**src/rtl/fetch_unit.sv**
```systemverilog
// Byte-wide instruction fetch: pulls one- or two-byte instructions from
// program memory and hands them to decode over a valid/ready handshake.
module fetch_unit (
   input  logic       clk,
   input  logic       rst_n,
   input  logic       run,
   output logic [7:0] mem_addr,
   output logic       mem_rd,
   input  logic       mem_ack,
   input  logic [7:0] mem_data,
   output logic [7:0] ir_out,
   output logic [7:0] operand,
   output logic       ir_valid,
   input  logic       ir_ready,
   input  logic       br_taken,
   input  logic [7:0] br_target,
   output logic [7:0] pc_out
);

   typedef enum logic [1:0] {
      IDLE      = 2'd0,
      FETCH_OP  = 2'd1,
      FETCH_ARG = 2'd2,
      ISSUE     = 2'd3
   } state_t;

   state_t     state;
   state_t     state_nx;
   logic [7:0] pc;
   logic [7:0] ir_q;
   logic [7:0] opnd_q;
   logic       two_byte;
   logic       take_op;
   logic       take_arg;

   assign two_byte = mem_data inside {8'hD0, 8'hD2, 8'hD4, 8'hD6};

   // a redirect in the same cycle swallows the returning byte
   assign take_op  = (state == FETCH_OP)  && mem_ack && !br_taken;
   assign take_arg = (state == FETCH_ARG) && mem_ack && !br_taken;

   always_ff @(posedge clk or negedge rst_n) begin
      if (!rst_n) begin
         state <= IDLE;
      end else begin
         state <= state_nx;
      end
   end

   always_comb begin
      state_nx = state;
      unique case (state)
         IDLE: begin
            if (!br_taken && run) begin
               state_nx = FETCH_OP;
            end
         end
         FETCH_OP: begin
            if (br_taken) begin
               state_nx = FETCH_OP;
            end else if (mem_ack) begin
               state_nx = two_byte ? FETCH_ARG : ISSUE;
            end
         end
         FETCH_ARG: begin
            if (br_taken) begin
               state_nx = FETCH_OP;
            end else if (mem_ack) begin
               state_nx = ISSUE;
            end
         end
         ISSUE: begin
            if (br_taken) begin
               state_nx = FETCH_OP;
            end else if (ir_ready) begin
               state_nx = run ? FETCH_OP : IDLE;
            end
         end
         default: state_nx = IDLE;
      endcase
   end

   always_comb begin
      mem_rd   = 1'b0;
      ir_valid = 1'b0;
      unique case (state)
         IDLE:      ;
         FETCH_OP:  mem_rd   = 1'b1;
         FETCH_ARG: mem_rd   = 1'b1;
         ISSUE:     ir_valid = 1'b1;
         default:   ;
      endcase
   end

   always_ff @(posedge clk or negedge rst_n) begin
      if (!rst_n) begin
         pc     <= 8'h00;
         ir_q   <= 8'h00;
         opnd_q <= 8'h00;
      end else begin
         if (br_taken) begin
            pc <= br_target;
         end else if (take_op || take_arg) begin
            pc <= pc + 8'h01;
         end
         if (take_op) begin
            ir_q   <= mem_data;
            opnd_q <= 8'h00;
         end
         if (take_arg) begin
            opnd_q <= mem_data;
         end
      end
   end

   assign mem_addr = pc;
   assign pc_out   = pc;
   assign ir_out   = ir_q;
   assign operand  = opnd_q;

endmodule

```
**config.mk**
```make
export PLATFORM = sky130hd
export DESIGN_NAME = fetch_unit
export DESIGN_NICKNAME = d
export VERILOG_FILES = /design/src/rtl/fetch_unit.sv
export SDC_FILE = /design/constraint.sdc
export NUM_CORES = 1
export LEC_CHECK = 0
export CAP_MARGIN = 40
export CORE_MARGIN = 1.5
export CORE_UTILIZATION = 38
export DETAILED_ROUTE_END_ITERATION = 12
export PLACE_DENSITY = 0.77
export SYNTH_ARGS = -nofsm -noshare
export SYNTH_HDL_FRONTEND = slang
export SYNTH_SLANG_ARGS = --single-unit
export TNS_END_PERCENT = 10
```
**constraint.sdc**
```tcl
create_clock -name clk -period 1.8 [get_ports clk]
set_clock_uncertainty 0.1 [all_clocks]
set_input_delay 0.27 -clock clk [delete_from_list [all_inputs] [get_ports clk]]
set_output_delay 0.27 -clock clk [all_outputs]
set_load 0.05 [all_outputs]
```
==> flow_summary.ini, run 1 <==
[outcome]
outcome = complete, but fails checks
violations = negative setup slack

[drt]
num_vias = 1154
ant_nets = 0
drc_errors = 0
drt-pass1-iter-count = 4
wirelength_um = 3310
drtIter0Drc = 30
detail_route.wl_per_cell_um = 14.5
viasPerCell = 5.06

[worst_setup_path]
cp-end-kind = flop
cp_max_fo = 6
worstPathRequired_ns = 1.91
cp_data_arrival_time_ns = 1.96
critPathLaunchType = flop
critical_path_class = flop to flop

[sta]
tightest_slew_ns = 0.314
finalSetupViolCount = 2
hold_violations = 0
finalMaxSlewViolations = 0
holdWs_ns = 0.207
final.setup.worst_slack_ns = -0.0470
relSlewSlack_pct = 78.8
rsz0062_at_grt = true
finalCriticalPeriod_ns = 1.85
period_share_pct = 103
max_freq_ghz = 0.541

[pwr]
powerDensity_nw_per_um2 = 1510
power_frac_seq_pct = 29.0
power_frac_clock_pct = 9.5
p_sw_share_pct = 47.0
p_comb_share_pct = 61.5
power_mw = 3.07
vdd_drop_max_v = 0.00100
p_leak_nw = 0.943
switchingPower_mw = 1.45
p_int_mw = 1.63

[synth]
synth_fa_ha_area_share_pct = 5.62
avgSynthCellArea_um2 = 11.5
synth-compound-area-share_pct = 14.7
synthFlopType = dfrtp_1
synth_top_family_by_area = compound AO/OA/AOI/OAI gates
synth_seq_cells = 26
syn_area_um2 = 1340
yosysUniqueCellTypes = 34
synth_seq_area_share_pct = 48.7
synthMuxAreaShare_pct = 9.00
synth_xor_area_share_pct = 0.656
synth_nets = 144
synth-simple-area-share_pct = 13.2
yosysWarnings = 0
async_flop_share_pct = 100
synth_edf_count = 0
netlist_instances = 116

[cells_and_area]
nFillCells = 299
antenna_cells = 0
final_core_util_pct = 60.4
layout-drive-gt1-share_pct = 44.0
final_nets = 211
mostFrequentLayoutCells = buf_4, dfrtp_1, clkdlybuf4s50_1, mux2_2, a22o_1
syn2layout_area_growth_pct = 52.2
mostFrequentLayoutCell = buf_4

[worst_hold_path]
holdCritPathClass = input pin to async pin

[clocking]
cts_resized = 3
cts_buffer_depth = 2
numCtsBuffers = 3
post-cts-setup-buffers = 0
cts.sinks = 26
ctsHoldBuffers = 0
clock-root-buffer = clkbuf_4
insertion_delay_ns = 0.31
cts_max_level = 1
clk_pin_slew_ns = 0.14
cts_tree = built

[floorplanning]
die_x_um = 62.3
design.core.area_um2 = 3360
rows = 21
die_area_um2 = 3880
pin_count = 56
start_util_pct = 39.7
die_y_um = 62.3

[flow_run]
drv_cap = 0

[global_route]
grt_max_degree = 27
grt_pass1_wl_um = 5670
groute.usage.overall_pct = 18.1
grt_pass1_vias = 1232
grt_overflow = 0
antenna_found_initial = 0

[place]
io_buffers = 55
dpl.hpwl_um = 2520
finalWeightedCongestion = 0.815
## cells in the mapped netlist (all sizes together), types with 3 or more instances
cell type,instances,share of area (%)
nor3,3,1.1
a221o,4,3.0
ha,6,5.6
a22o,8,5.2
nand2,8,2.8
o21ai,3,1.1
nor3b,3,1.7
buf,11,6.1
a31oi,3,1.4
dfrtp,26,49
mux2,10,9.0
nand3,6,2.2
inv,5,1.4
## power by group through the flow
stage	sequential (mW)	clock, mW	combinational (mW)
2_1_floorplan	1.39	0	0.705
3_3_place_gp	0.882	0	1.81
5_1_grt	0.912	0.323	1.99
4_1_cts	0.885	0.305	1.89
6_report	0.890	0.293	1.89
3_5_place_dp	0.893	0	1.84
## cells by family after synthesis
family,after synthesis
and+or+nand+nor,30
DFF,26
AOI/OAI and AO/OA,25
buffers and inverters,18
muxes,10
adders and majority gates,6
xor gates and xnor gates,1
## path summary, 6_finish.rpt
path	slack, ns	startpoint	to	cells after the start
hold / removal	0.21	rst_n	mem_addr[5]	2
setup reg to reg	-0.05	state[1]	mem_addr[5]	6
hold reg to reg	0.42	ir_out[4]	ir_out[4]	2
setup / recovery	-0.05	state[1]	mem_addr[5]	6
min in group clk	0.42	br_target[3]	mem_addr[3]	3
max in group asynchronous	1.12	rst_n	mem_addr[1]	2
## stage by stage
step           instances  setup slack, ns  TNS [ns]  area [µm²]
4_1_cts              228          -0.0512    -0.100        2010
3_3_place_gp         224           -0.151    -0.672        1960
2_1_floorplan        116          -0.0271   -0.0714        1360
3_5_place_dp         224           -0.197     -1.07        1960
5_1_grt              228           -0.101    -0.410        2030
6_report             228          -0.0470   -0.0828        2030
## sequential cells by signal (all words and copies together) (netlist names)
signal and count:
state 2, ir_out 8, mem_addr 8, operand 8
## layout make-up
type	count	area (µm²)	area share (%)
Tap cell	46	57.6	2.83
Timing Repair Buffer	75	641	31.5
Clock buffer	4	36.3	1.79
Inverter	5	18.8	0.924
Sequential cell	26	653	32.1
Multi-Input combinational cell	72	626	30.8
## layer usage
| layer | global-route usage [%] | part of all wire, % | routed length (µm) |
|---|---|---|---|
| met3 | 3.44 | 7.8 | 259 |
| met4 | 6.39 | 0.73 | 24 |
| met2 | 30.7 | 47 | 1570 |
| met5 | 0 | 0 | 0 |
| met1 | 23.2 | 44 | 1460 |
## worst max-delay path, stage by stage, from the launching register on
cell     delay, ns
dfrtp_1       0.45
inv_2         0.06
ha_2          0.18
or2_4         0.28
nand2_8       0.08
mux2_4        0.29
a221o_1       0.30
No activity file was read; power rests on OpenSTA's default activity.
==> inputs of run 2 (changes only) <==
CTS_CLUSTER_SIZE = 20   (was unset)
==> results of run 2 <==
Same layout as run 1: the final DEF is identical, and so are final timing and power.
